===== config.mk =====
export PLATFORM = sky130hd
export DESIGN_NAME = product_chunk_narrower
export DESIGN_NICKNAME = d
export VERILOG_FILES = /design/src/rtl/mult_pkg.sv /design/src/rtl/product_chunk_narrower.sv
export SDC_FILE = /design/constraint.sdc
export NUM_CORES = 1
export LEC_CHECK = 0
export CORE_AREA = 4 4 50 57
export DETAILED_ROUTE_END_ITERATION = 8
export DIE_AREA = 0 0 54 61
export DONT_BUFFER_PORTS = 1
export PLACE_DENSITY = 0.48
export SYNTH_ARGS = -nofsm -noshare
export SYNTH_HDL_FRONTEND = slang
export SYNTH_SLANG_ARGS = --single-unit

===== constraint.sdc =====
create_clock -name clk -period 1.4 [get_ports clk]
set_input_delay 0.28 -clock clk [delete_from_list [all_inputs] [get_ports clk]]
set_output_delay 0.28 -clock clk [all_outputs]
set_load 0.05 [all_outputs]

===== src/rtl/mult_pkg.sv =====
// ---------------------------------------------------------------------------
// mult_pkg
// Shared definitions for the 4x4 multiplier datapath: the product and
// nibble widths, the narrower's state encoding, and the upper-nibble
// overflow test used when a product is squeezed down to one nibble.
// No ports (package).
// ---------------------------------------------------------------------------
package mult_pkg;

    localparam int PROD_W = 8;
    localparam int NIB_W  = 4;

    typedef enum logic {
        ST_IDLE,
        ST_SEND
    } state_e;

    // True when any bit above the low nibble of a product is set, i.e. the
    // product does not fit in a single nibble.
    function automatic logic ovf_of(input logic [PROD_W-1:0] word);
        return |word[PROD_W-1:NIB_W];
    endfunction

endpackage


===== src/rtl/product_chunk_narrower.sv =====
// ---------------------------------------------------------------------------
// product_chunk_narrower
// Takes one IN_W-bit product word and streams it out as OUT_W-bit chunks,
// least-significant chunk first, over valid/ready handshakes. In truncate
// mode only the low chunk is emitted and out_ovf flags any lost upper bits.
//
// Ports:
//   clk         rising-edge clock
//   rst_n       asynchronous active-low reset
//   in_valid    input word offered
//   in_ready    word accepted this cycle (combinational from out_ready)
//   in_data     product word (IN_W bits)
//   in_trunc    truncate mode, sampled with in_data on accept
//   out_valid   chunk presented
//   out_ready   downstream takes the chunk
//   out_data    current chunk (OUT_W bits)
//   out_idx     index of the current chunk, 0 = least significant
//   out_last    current chunk is the final one of the word
//   out_ovf     truncate-mode loss flag, only with out_last
//   ovf_sticky  set by any emitted word with out_ovf, cleared by clr_sticky
//   clr_sticky  synchronous clear of ovf_sticky, wins over a same-cycle set
// ---------------------------------------------------------------------------
module product_chunk_narrower #(
    parameter int OUT_W      = 4,
    parameter int NUM_CHUNKS = 2
) (
    input  logic                          clk,
    input  logic                          rst_n,
    input  logic                          in_valid,
    output logic                          in_ready,
    input  logic [OUT_W*NUM_CHUNKS-1:0]   in_data,
    input  logic                          in_trunc,
    output logic                          out_valid,
    input  logic                          out_ready,
    output logic [OUT_W-1:0]              out_data,
    output logic [$clog2(NUM_CHUNKS)-1:0] out_idx,
    output logic                          out_last,
    output logic                          out_ovf,
    output logic                          ovf_sticky,
    input  logic                          clr_sticky
);

    import mult_pkg::*;

    localparam int IN_W  = OUT_W * NUM_CHUNKS;
    localparam int IDX_W = $clog2(NUM_CHUNKS);
    localparam logic [IDX_W-1:0] LAST_IDX = IDX_W'(NUM_CHUNKS - 1);

    state_e            state_q, state_d;
    logic [IN_W-1:0]   word_q, word_d;
    logic              trunc_q, trunc_d;
    logic              ovf_q, ovf_d;
    logic [IDX_W-1:0]  idx_q, idx_d;
    logic              sticky_q, sticky_d;

    logic              inOvf;
    logic              sending;
    logic              lastChunk;
    logic              xfer;
    logic              accept;

    // The multiplier's native geometry uses the shared helper; other
    // parameterisations fall back to the equivalent generic reduction.
    generate
        if (IN_W == PROD_W && OUT_W == NIB_W) begin : g_native_ovf
            assign inOvf = ovf_of(in_data);
        end else begin : g_generic_ovf
            assign inOvf = |in_data[IN_W-1:OUT_W];
        end
    endgenerate

    // Outputs are gated by the SEND state so that IDLE (and reset) present
    // all-zero chunk fields regardless of what is left in the word register.
    // in_ready looks through to out_ready so a new word can be taken on the
    // same edge the final chunk leaves, giving bubble-free streaming.
    always_comb begin
        sending    = (state_q == ST_SEND);
        lastChunk  = trunc_q | (idx_q == LAST_IDX);
        out_valid  = sending;
        out_data   = sending ? word_q[int'(idx_q)*OUT_W +: OUT_W] : '0;
        out_idx    = sending ? idx_q : '0;
        out_last   = sending & lastChunk;
        out_ovf    = sending & trunc_q & ovf_q & lastChunk;
        ovf_sticky = sticky_q;
        xfer       = sending & out_ready;
        in_ready   = (state_q == ST_IDLE) | (xfer & lastChunk);
        accept     = in_valid & in_ready;
    end

    // Next-state logic: load a word on accept (from IDLE or directly after
    // the last chunk), step the chunk index on non-final transfers, and fall
    // back to IDLE when the last chunk leaves with nothing waiting.
    always_comb begin
        state_d  = state_q;
        word_d   = word_q;
        trunc_d  = trunc_q;
        ovf_d    = ovf_q;
        idx_d    = idx_q;
        sticky_d = sticky_q;

        if (accept) begin
            state_d = ST_SEND;
            word_d  = in_data;
            trunc_d = in_trunc;
            ovf_d   = inOvf;
            idx_d   = '0;
        end else if (xfer) begin
            if (lastChunk) begin
                state_d = ST_IDLE;
            end else begin
                idx_d = idx_q + IDX_W'(1);
            end
        end

        if (clr_sticky) begin
            sticky_d = 1'b0;
        end else if (xfer && out_ovf) begin
            sticky_d = 1'b1;
        end
    end

    // State and datapath registers; reset drops any word in flight.
    always_ff @(posedge clk or negedge rst_n) begin
        if (!rst_n) begin
            state_q  <= ST_IDLE;
            word_q   <= '0;
            trunc_q  <= 1'b0;
            ovf_q    <= 1'b0;
            idx_q    <= '0;
            sticky_q <= 1'b0;
        end else begin
            state_q  <= state_d;
            word_q   <= word_d;
            trunc_q  <= trunc_d;
            ovf_q    <= ovf_d;
            idx_q    <= idx_d;
            sticky_q <= sticky_d;
        end
    end

endmodule


# Word level (Yosys, flattened, before mapping)
# Index checks and enable logic that the tools add are counted.
word_totals:
  regBits: 13
  elab_cells: 36
  output_inout_bits: 10
  in_bits: 14
op_classes:
  n_mux: 10
  reduce_logical: 7
  add_sub_neg: 1
  n_bitwise: 10
  shifts: 1
  eq_ne: 1
op_table:
  columns: ["operator", "n"]
  rows:
  - ["1-bit two-way mux", 9]
  - ["8-bit by 4-bit indexed part select with 4-bit output", 1]
  - ["1-bit AND", 7]
  - ["2-bit nonzero test", 3]
  - ["4-bit two-way mux", 1]
  - ["2-bit AND reduction", 2]
  - ["4-bit OR reduction", 1]
  - ["2-bit by 1-bit != test with 1-bit output, second input constant", 1]
  - ["1-bit OR", 2]
  - ["1-bit adder, second input constant", 1]
  - ["1-bit logical AND", 1]
  - ["1-bit inverter", 1]

# Longest topological paths before layout
logic_depth:
  depth_word: 6
  ltp_mapped: 5
  mapped_depth_nobuf: 3

# Least setup slack after synthesis
# No wires, ideal clock.
synth_timing:
  kind: "reg-to-output"
  start: "reg state_q (netlist: out_valid)"
  end: "out out_data[0]"
  arrival_ns: 1.563
  n_path_buf: 1
  path_stages_with_launch: 3
  slack_ns: -0.443
  path_cell_list: "dfrtp_1 > buf_4 > nor2b_1"
synth_via:
  elab_chain_len: 1
synth_lines:
  columns: ["element", "line_no", "text"]
  rows:
  - ["start, declared", "product_chunk_narrower.sv:49", "state_e state_q, state_d;"]
  - ["start signal, assigned", "product_chunk_narrower.sv:132", "state_q <= state_d;"]
  - ["4-bit two-way mux", "product_chunk_narrower.sv:80", "out_data = sending ? word_q[int'(idx_q)*OUT_W +: OUT_W] : '0;"]
  - ["end, declared", "product_chunk_narrower.sv:35", "output logic [OUT_W-1:0] out_data,"]
# No other way between the ends.

# Worst setup path after layout
layout_timing:
  start: "reg idx_q"
  end: "out out_data[3]"
layout_via:
  elab_chain_len: 2
layout_lines:
  columns: ["element", "line_no", "text"]
  rows:
  - ["start, declared", "product_chunk_narrower.sv:53", "logic [IDX_W-1:0] idx_q, idx_d;"]
  - ["start signal, assigned", "product_chunk_narrower.sv:136", "idx_q <= idx_d;"]
  - ["8-bit by 4-bit indexed part select with 4-bit output", "product_chunk_narrower.sv:80", null]
  - ["4-bit two-way mux", "product_chunk_narrower.sv:80", null]
# No other way between the ends.

==> metrics.txt <==
# TYPE chip_impl_metric gauge
chip_impl_info{name="result_of_the_run",value="finished with violations"} 1
chip_impl_info{name="violations",value="negative setup slack"} 1
chip_impl_metric{name="ant_nets",unit=""} 0
chip_impl_metric{name="fin_crit_sh",unit="%"} 114
chip_impl_info{name="cp_slowest_cell",value="sky130_fd_sc_hd__dfrtp_2"} 1
chip_impl_metric{name="layout_setup_ws",unit="ns"} -0.192
chip_impl_metric{name="detail_route.first_pass.iterations",unit=""} 2
chip_impl_metric{name="report.final.hold_viol_count",unit=""} 0
chip_impl_metric{name="io_buffers",unit=""} 0
chip_impl_info{name="cp_cell_sequence",value="buf_12, mux2i_4, nor2b_4, buf_12"} 1
chip_impl_info{name="crit_top_cell",value="sky130_fd_sc_hd__buf_12"} 1
chip_impl_metric{name="vias",unit=""} 411
chip_impl_metric{name="synth_async_sr_flop_share",unit="%"} 100
chip_impl_metric{name="worstPathArrival",unit="ns"} 1.31
chip_impl_info{name="rsz0062_at_grt",value="yes"} 1
chip_impl_metric{name="setup_viol_count_final",unit=""} 7
chip_impl_metric{name="ys.warnings.count",unit=""} 0
chip_impl_info{name="cp-start-kind",value="flip-flop"} 1
chip_impl_metric{name="finish.instance_area",unit="um2"} 976
chip_impl_metric{name="dieWidth",unit="um"} 54
chip_impl_info{name="cts_tree",value="yes"} 1
chip_impl_info{name="clock_tree.root_cell",value="sky130_fd_sc_hd__clkbuf_4"} 1
chip_impl_metric{name="post_synth_inst_count",unit=""} 49
chip_impl_metric{name="post-route-min-period",unit="ns"} 1.59
chip_impl_metric{name="power.density",unit="nW/um2"} 2630
chip_impl_metric{name="clock_latency_on_the_worst_skew_pair",unit="ns"} 0.27
chip_impl_info{name="timing.critical_path.max_delay_family",value="flip-flops"} 1
chip_impl_metric{name="routed_wire_length_per_instance",unit="um"} 14.5
chip_impl_metric{name="first_pass_grt_wire_length",unit="um"} 2060
chip_impl_metric{name="core-area",unit="um2"} 2230
chip_impl_info{name="synth-main-ff-cell",value="sky130_fd_sc_hd__dfrtp_1"} 1
chip_impl_metric{name="gp_congestion",unit=""} 0.637
chip_impl_metric{name="wl",unit="um"} 1340
chip_impl_metric{name="first_global_vias",unit=""} 458
chip_impl_metric{name="htreeDepth",unit=""} 1
chip_impl_info{name="tightest_hold_check_type",value="in2reg"} 1
chip_impl_metric{name="pre_cts_ws",unit="ns"} 0.0548
chip_impl_metric{name="worst-slew-pin-transition",unit="ns"} 0.592
chip_impl_metric{name="numCtsBuffers",unit=""} 3
chip_impl_metric{name="placement.cell_area",unit="um2"} 842
chip_impl_metric{name="initial_core_util",unit="%"} 29.8
chip_impl_metric{name="max_cap_viol_count",unit=""} 0
chip_impl_metric{name="post_route_cells_drive_above_1_share",unit="%"} 66.1
chip_impl_metric{name="timing.clock.skew",unit="ns"} 0.00112
chip_impl_metric{name="synthesis.area_per_instance",unit="um2"} 13.6
chip_impl_metric{name="critPathMaxFanout",unit=""} 5
chip_impl_metric{name="drcViolationCount",unit=""} 0
chip_impl_metric{name="setup-tns-final",unit="ns"} -1.09
chip_impl_metric{name="global_route.overflow_total",unit=""} 0
chip_impl_metric{name="mappedNetlistArea",unit="um2"} 664
chip_impl_metric{name="synth_seq_area_share",unit="%"} 49.0
chip_impl_metric{name="area_growth",unit="%"} 46.9
chip_impl_metric{name="antenna_violations_before_repair",unit=""} 0
chip_impl_metric{name="layout.filler_cells",unit=""} 207
chip_impl_metric{name="critPathMaxStageDelay",unit="ns"} 0.43
chip_impl_metric{name="synth_cell_types",unit=""} 19
chip_impl_metric{name="chipHeight",unit="um"} 61
chip_impl_metric{name="peakVddDrop",unit="uV"} 1010
chip_impl_metric{name="detailedPlacementHpwl",unit="um"} 998
chip_impl_metric{name="vias_per_cell",unit=""} 4.47
chip_impl_metric{name="synth_nets",unit=""} 63
chip_impl_info{name="setup.worst_path.class",value="reg2out"} 1
chip_impl_metric{name="antenna_cells_inserted",unit=""} 0
chip_impl_metric{name="clkSlewWorstSetupHoldPaths",unit="ns"} 0.08
chip_impl_metric{name="fmax",unit="MHz"} 628
chip_impl_metric{name="nNetsFinal",unit=""} 77
chip_impl_metric{name="required",unit="ns"} 1.12
chip_impl_info{name="final_cell_mix",value="10 x sky130_fd_sc_hd__mux2_4, 10 x sky130_fd_sc_hd__dfrtp_1, 6 x sky130_fd_sc_hd__buf_12"} 1
chip_impl_metric{name="critical_path_buffers_and_inverters",unit=""} 2
chip_impl_metric{name="synth_seq_cells",unit=""} 13
chip_impl_metric{name="synth_edf_count",unit=""} 0
chip_impl_metric{name="die_area",unit="um2"} 3290
chip_impl_info{name="critical_path.endpoint_type",value="primary output"} 1
chip_impl_metric{name="rows",unit=""} 18
chip_impl_metric{name="max_slew_margin",unit="%"} 60.4
chip_impl_metric{name="first_iter_violations",unit=""} 3
chip_impl_metric{name="clockBufferDepth",unit=""} 2
chip_impl_metric{name="globalRouteTotalUtil",unit="%"} 8.99
chip_impl_metric{name="pin_count_of_the_biggest_net_entering_global_routing",unit=""} 14
chip_impl_metric{name="number_of_pins_with_negative_max_slew_slack_in_the_final_report",unit=""} 0
chip_impl_metric{name="tritoncts_num_sinks",unit=""} 13
chip_impl_metric{name="static-leakage-power",unit="nW"} 0.417
chip_impl_metric{name="num_io_pins",unit=""} 24
[report_power, final]
part           internal [W]  switching (W)  total, W
Clock              0.000110       0.000116  0.000226
Combinational      0.000855       0.000786   0.00164
Sequential         0.000516       0.000182  0.000697
Total               0.00148        0.00108   0.00256
[path summary, 6_finish.rpt]
path / from / endpoint / slack [ns] / cells after the start
max: idx_q / out_data[3] / -0.19 / 4
min: clr_sticky / ovf_sticky / 0.07 / 1
max reg2reg: idx_q / word_q[4] / 0.01 / 5
min reg2reg: ovf_q / ovf_q / 0.54 / 1
max in group asynchronous: rst_n / out_valid / 0.53 / 1
min in group asynchronous: rst_n / word_q[7] / 0.45 / 1
[repair_timing]
action | in CTS | in global routing
gates resized for setup | 14 | 1
hold buffers | 1 | 0
endpoints found under the setup margin | 8 | 18
gates cloned | 0 | 0
pin swaps | 2 | 2
setup buffers | 2 | 1
endpoints found under the hold margin | 13 | 0
[Yosys cell counts, drive strengths merged (3+ instances only)]
cell   count  area, um2
buf        3       30.0
mux2      10        150
nor2b      5       31.3
dfrtp     13        325
o21ai      3       18.8
mux2i      4       40.0
[routing by layer]
layer / vias up / wire [um] / GRT usage [%]
met1: 195 / 557 / 11.8
met2: 19 / 648 / 13.3
met3: 0 / 129 / 3.69
met5: - / 0 / 0
met4: 0 / 0 / 3.20
li1: 197 / - / -
[cell type report]
class                           count  area (um2)  area share (%)
Multi-Input combinational cell     32         414            42.4
Timing Repair Buffer               12         165            16.9
Inverter                            1        3.75           0.385
Clock buffer                        4        26.3            2.69
Tap cell                           30        37.5            3.85
Sequential cell                    13         329            33.7
[flip-flops by register name (all words and copies together) (netlist names)]
register	count
ovf_q	1
trunc_q	1
out_valid	1
word_q	8
ovf_sticky	1
idx_q	1
[through the flow]
stage | std cells | hold WS, ns | total power (W) | util (%)
global placement | 84 | -0.0151 | 0.00206 | 37.8
floorplan | 49 | -0.0156 | 0.00162 | -
detailed placement | 84 | -0.0151 | 0.00207 | 37.8
CTS | 91 | 0.0509 | 0.00259 | 43.5
finish | 92 | 0.0677 | 0.00256 | 43.8
global route | 92 | 0.0466 | 0.00269 | 43.8
[cells by family after synthesis]
group	synth area share, %
AO/OA/AOI/OAI	6.40
buffers and inverters	5.08
flip-flops	49.0
multiplexers	28.6
AND/OR/NAND/NOR	10.9
No activity file was read; power rests on OpenSTA's default activity.
==> variant 1, RTL diff (same flow settings) <==
`word_q` no longer has a reset.
--- a/src/rtl/product_chunk_narrower.sv
+++ b/src/rtl/product_chunk_narrower.sv
@@ -123,14 +123,12 @@
     always_ff @(posedge clk or negedge rst_n) begin
         if (!rst_n) begin
             state_q  <= ST_IDLE;
-            word_q   <= '0;
             trunc_q  <= 1'b0;
             ovf_q    <= 1'b0;
             idx_q    <= '0;
             sticky_q <= 1'b0;
         end else begin
             state_q  <= state_d;
-            word_q   <= word_d;
             trunc_q  <= trunc_d;
             ovf_q    <= ovf_d;
             idx_q    <= idx_d;
@@ -138,5 +136,9 @@
         end
     end
 
+    always_ff @(posedge clk) begin
+        word_q <= word_d;
+    end
+
 endmodule
 
Behaviour: same outputs for any inputs over 10 cycles, from zero or initial values and one cycle with rst_n low; that may be too few to reach the edited logic, so the function may still have changed.
==> variant 1 against the original RTL <==
The flow still finishes with violations (negative setup slack). Combinational power is 33% lower. Setup slack better by 5.4 ps. Utilization is 4.7 points lower. Sequential cell count stayed put. Maximum frequency is 0.34% higher. Routed wire length is 10% lower. Register-to-register slack worse by 100 ps. Via count is 10% lower. Cell area is 11% lower. Area after synthesis is 15% lower. Power is 25% lower. Die area stayed put. Largest cell class is now registers.
==> variant 1: results (changes against the original RTL) <==
outcome -> complete, but fails checks (unchanged)
failing checks -> negative setup slack (unchanged)
nets@finish -> 72 (was 77)
Mapped Cells -> 39 (was 49)
Num CTS Buffers -> 3 (unchanged)
vias in the first global route -> 378 (was 458)
asr flop ratio synth -> 38.5% (was 100%)
fin worst setup slack -> -187 ps (was -192 ps)
Distinct cells, synth -> 20 (was 19)
post-detail-place hpwl -> 884 um (was 998 um)
crit-path max FO -> 7 (was 5)
iteration-0 DRC count of the detailed router -> 0 (was 3)
Root Driver -> clkbuf_4 (unchanged)
synth warn -> 0 (unchanged)
Adder-Cell Fraction of Synth Area -> 0% (unchanged)
Compound-Gate Fraction of Synth Area -> 7.57% (was 6.40%)
cell taking the most area after synthesis -> edfxtp_1 (was dfrtp_1)
EDFF count, synth -> 8 (was 0)
global-route wire length before repair -> 1770 um (was 2060 um)
GR Util met3 -> 2.46% (was 3.69%)
ant diodes -> 0 (unchanged)
largest net degree at the start of global routing -> 8 (was 14)
Slew @ Worst Pin -> 484 ps (was 592 ps)
register area share after synthesis -> 65.0% (was 49.0%)
share of layout cells above drive strength 1 -> 52.6% (was 66.1%)
VDD IR max -> 1190 uV (was 1010 uV)
Leak -> 0.355 nW (was 0.417 nW)
net count after synthesis -> 53 (was 63)
Critical Path AT -> 1310 ps (about the same)
grt met2 use -> 13.0% (was 13.3%)
Vias/cell -> 4.25 (was 4.47)
post-synthesis mux area share -> 11.8% (was 28.6%)
Fin Setup TNS -> -1540 ps (was -1090 ps)
port bufs -> 0 (unchanged)
Reg clk slew, reported paths -> 80 ps (about the same)
dpl cells -> 79 (was 84)
1st-pass router iterations -> 1 (was 2)
Total GRT Usage -> 7.77% (was 8.99%)
max FFs per register -> 8 (unchanged)
Total Wirelength -> 1200 um (was 1340 um)
dominant cells by area after synthesis -> edfxtp_1 43%, dfrtp_1 22%, mux2i_1 7.1%, nor2b_1 5.6%, mux2_4 2.7% (was dfrtp_1 49%, mux2_4 23%, mux2i_1 6.0%, nor2b_1 4.7%, buf_6 3.4%)
gpl congestion -> 0.692 (was 0.637)
drt wl/cell -> 13.8 um (was 14.5 um)
met1 GRT Util -> 9.15% (was 11.8%)
count of final setup violators -> 17 (was 7)
commonest cells in the synthesized netlist -> 8 x edfxtp_1, 5 x dfrtp_1, 5 x nor2b_1, 4 x mux2i_1, 2 x o21ai_0 (was 13 x dfrtp_1, 10 x mux2_4, 5 x nor2b_1, 4 x mux2i_1)
Clock Skews -> 7.84 ps (was 1.12 ps)
hold crit path type -> in2reg (unchanged)
-- variant 1: cell count changes in the layout (fill, tap and decap cells not counted), moves of 2 or more --
| cell | unedited run | this run |
|---|---|---|
| buf_6 | 0 | 3 |
| mux2i_2 | 0 | 2 |
| edfxtp_1 | 0 | 8 |
| mux2i_4 | 4 | 0 |
| mux2i_1 | 0 | 2 |
| dfrtp_1 | 10 | 3 |
| mux2_4 | 10 | 1 |
-- variant 1: final cells by class --
type / instances / area [um^2]
well taps: 30 / 37.5
flip-flops and latches: 13 / 368
inverters: 1 / 3.75
fillers: 204 / 1360
multi-input cells: 24 / 235
repair buffers: 15 / 201
clock buffers: 4 / 26.3
-- variant 1: kinds of logic (layout without fill, tap and decap cells) --
| logic type | count (synthesis) | in the layout |
|---|---|---|
| flops | 13 | 13 |
| buf+inv | 2 | 20 |
| mux | 6 | 6 |
| compound gates | 6 | 6 |
| simple gates | 12 | 12 |
-- variant 1: report_power, final --
part           switching, W  total [W]  internal, W
clock              0.000120   0.000230     0.000110
combinational      0.000570    0.00110     0.000529
sequential         0.000107   0.000595     0.000488
total              0.000797    0.00192      0.00113
-- variant 1: metrics by stage --
stage	setup WS, ps	hold slack [ps]	cell area, um^2
after global placement	45.3	-15.4	786
after global routing	-238	46.2	872
after CTS	-172	50.7	838
final	-187	57.2	872
after detailed placement	42.5	-15.4	786
after floorplan	45.2	-15.6	602
-- variant 1: timing repair --
item                                    4_1_cts  5_1_grt
gates resized for setup                       4        4
buffers inserted                              1        2
endpoints found under the setup margin        8        8
pin swaps                                     0        3
hold buffers                                  1        0
endpoints found under the hold margin         5        0
-- variant 1: worst paths after layout --
| check | startpoint | end | slack [ps] |
|---|---|---|---|
| max | idx_q | in_ready | -190 |
| min reg2reg | ovf_q | ovf_q | 520 |
| min | clr_sticky | ovf_sticky | 60 |
| min in group asynchronous | rst_n | ovf_sticky | 280 |
| max reg2reg | idx_q | trunc_q | -90 |
| max in group asynchronous | rst_n | idx_q | 910 |
-- variant 1: worst max-delay path: stages (launching register included) --
cell and delay, ps:
dfrtp_2 480, buf_4 170, o21ai_4 140, nand2_1 80
buf_6 160
-- variant 1: per-layer routing --
metal / wire length [um] / share of wire, %
met4: 12 / 1.0
met3: 90 / 7.5
met1: 426 / 36
met2: 668 / 56
met5: 0 / 0
==> variant 2, RTL diff (config.mk and constraints unchanged) <==
Without the edit above. Reset style: synchronous (`rst_n`), changed in one clocked block. Comments in the files are not updated.
--- a/src/rtl/product_chunk_narrower.sv
+++ b/src/rtl/product_chunk_narrower.sv
@@ -120,7 +120,7 @@
     end
 
     // State and datapath registers; reset drops any word in flight.
-    always_ff @(posedge clk or negedge rst_n) begin
+    always_ff @(posedge clk) begin
         if (!rst_n) begin
             state_q  <= ST_IDLE;
             word_q   <= '0;
Function: differs if rst_n is asserted again (counterexample within 4 cycles, from zero or initial values and one cycle with rst_n low); with rst_n held inactive, the same outputs for 10 cycles.
==> variant 2 against the original RTL <==
The run still ends with negative setup slack left. Routed wire length up 4.9%. First-iteration DRC count grew 33%. Cell area down 2.2%. Global-route usage grew 1.4 points. Critical endpoint is now out_data[1]. Count of clock-buffer cells in the layout did not move. Critical path type unchanged. Setup slack better by 99 ps. Hold slack lost 5.0 ps. Sequential cell count did not move. Area after synthesis shrank 1.3%. Highest routed layer is now met4.
Power is not compared: it rests on default switching activity, and its combinational part moved more than twofold at a synthesized area within 25%.
==> variant 2: results (changes against the original RTL) <==
outcome -> complete, but fails checks (unchanged)
failing checks -> negative setup slack (unchanged)
iteration-0 DRC count of the detailed router -> 4 (was 3)
R2R setup slack -> 140 ps (was 10 ps)
1st-pass router iterations -> 3 (was 2)
DR top layer -> met4 (was met3)
Distinct cells, synth -> 17 (was 19)
global-route wire length before repair -> 2410 um (was 2060 um)
DP Area -> 847 um^2 (was 842 um^2)
gpl congestion -> 0.674 (was 0.637)
post-synthesis mux area share -> 22.9% (was 28.6%)
ys flop type -> dfxtp_1 (was dfrtp_1)
commonest cells in the synthesized netlist -> 21 x nand2_1, 15 x mux2i_1, 13 x dfxtp_1, 6 x nor2b_1 (was 13 x dfrtp_1, 10 x mux2_4, 5 x nor2b_1, 4 x mux2i_1)
largest net degree at the start of global routing -> 25 (was 14)
Worst Hold End -> ovf_sticky (unchanged)
share of layout cells above drive strength 1 -> 39.5% (was 66.1%)
Critical Path AT -> 1210 ps (was 1310 ps)
post-detail-place hpwl -> 1000 um (was 998 um)
net count after synthesis -> 85 (was 63)
Clock Skews -> 0.776 ps (was 1.12 ps)
count of final setup violators -> 4 (was 7)
dominant cells by area after synthesis -> dfxtp_1 40%, mux2i_1 23%, nand2_1 12%, nor2b_1 5.7%, buf_6 3.4% (was dfrtp_1 49%, mux2_4 23%, mux2i_1 6.0%, nor2b_1 4.7%, buf_6 3.4%)
reg2reg end -> word_q[1] (was word_q[4])
Fin Setup TNS -> -354 ps (was -1090 ps)
worst r2r src -> idx_q (unchanged)
vias in the first global route -> 558 (was 458)
drt wl/cell -> 12.6 um (was 14.5 um)
fin worst setup slack -> -93.1 ps (was -192 ps)
final hold slack -> 62.6 ps (was 67.7 ps)
via count -> 501 (was 411)
met3 wire len -> 101 um (was 129 um)
Compound-Gate Fraction of Synth Area -> 7.82% (was 6.40%)
Slew @ Worst Pin -> 499 ps (was 592 ps)
Root Driver -> clkbuf_4 (unchanged)
VDD IR max -> 559 uV
fill cell count -> 212 (was 207)
asr flop ratio synth -> 0% (was 100%)
top cell type's share of synthesized area -> 39.7% (was 49.0%)
Reg2Reg Depth -> 6 (was 5)
crit-path max FO -> 4 (was 5)
nets@finish -> 96 (was 77)
register area share after synthesis -> 39.7% (was 49.0%)
met2 WL -> 682 um (was 648 um)
WL met1 -> 602 um (was 557 um)
Total GRT Usage -> 10.4% (was 8.99%)
Leak -> 0.351 nW
variant 2: cell types whose count changed in the layout (fill, tap and decap cells not counted), sizes merged, moves of 10 or more:
cell   delta
mux2i    +11
nand2    +20
dfrtp    -13
dfxtp    +13
mux2     -10
variant 2: layout make-up:
type | count | area, um^2 | area share (%)
sequential | 13 | 265 | 27.8
tap | 30 | 37.5 | 3.93
clock buffer | 4 | 26.3 | 2.75
timing repair buffer | 11 | 173 | 18.1
multi-input combinational | 53 | 453 | 47.4
variant 2: critical path, stage by stage, from the launching register on:
cell and delay, ps:
dfxtp_2 350, buf_6 140, mux2i_4 250, nor2b_4 60, buf_12 140
variant 2: repair_timing:
action                     in CTS  in global routing
setup endpoints to repair       7                  7
buffers inserted                1                  0
pin swaps                       1                  1
gates resized for setup        14                  2
hold buffers                    0                  0
variant 2: power groups by stage:
stage               clock (W)  sequential [W]  combinational, W
CTS                  0.000245        0.000425          0.000213
detailed placement          0        0.000425          0.000188
global route         0.000257        0.000429          0.000227
floorplan                   0        0.000423          0.000142
finish               0.000233        0.000424          0.000213
global placement            0        0.000424          0.000185
variant 2: cell families after synthesis:
| family | after synthesis |
|---|---|
| and+or+nand+nor | 32 |
| DFF | 13 |
| AOI/OAI and AO/OA | 6 |
| buffers and inverters | 5 |
| muxes | 15 |
variant 2: worst max path at each step:
stage	start	endpoint	slack, ps	cells past startpoint
floorplan	out_valid	ovf_sticky	60	4
global placement	idx_q	out_data[2]	170	4
detailed placement	idx_q	out_data[3]	160	4
CTS	idx_q	out_data[2]	-120	4
global route	idx_q	out_data[2]	-150	4
finish	idx_q	out_data[1]	-90	4
variant 2: metrics by stage:
stage | total power, W | utilization, % | std cells | setup WS (ps)
final | 0.000870 | 42.8 | 111 | -93.1
after floorplan | 0.000566 | - | 71 | 56.5
after global routing | 0.000914 | 42.8 | 111 | -151
after global placement | 0.000610 | 38.0 | 106 | 171
after detailed placement | 0.000613 | 38.0 | 106 | 158
after CTS | 0.000883 | 42.5 | 111 | -116
variant 2: layer usage:
metal | GRT usage, % | vias up
met3 | 2.70 | 2
met2 | 16.6 | 13
li1 | - | 257
met5 | 0 | -
met1 | 12.4 | 229
met4 | 6.41 | 0
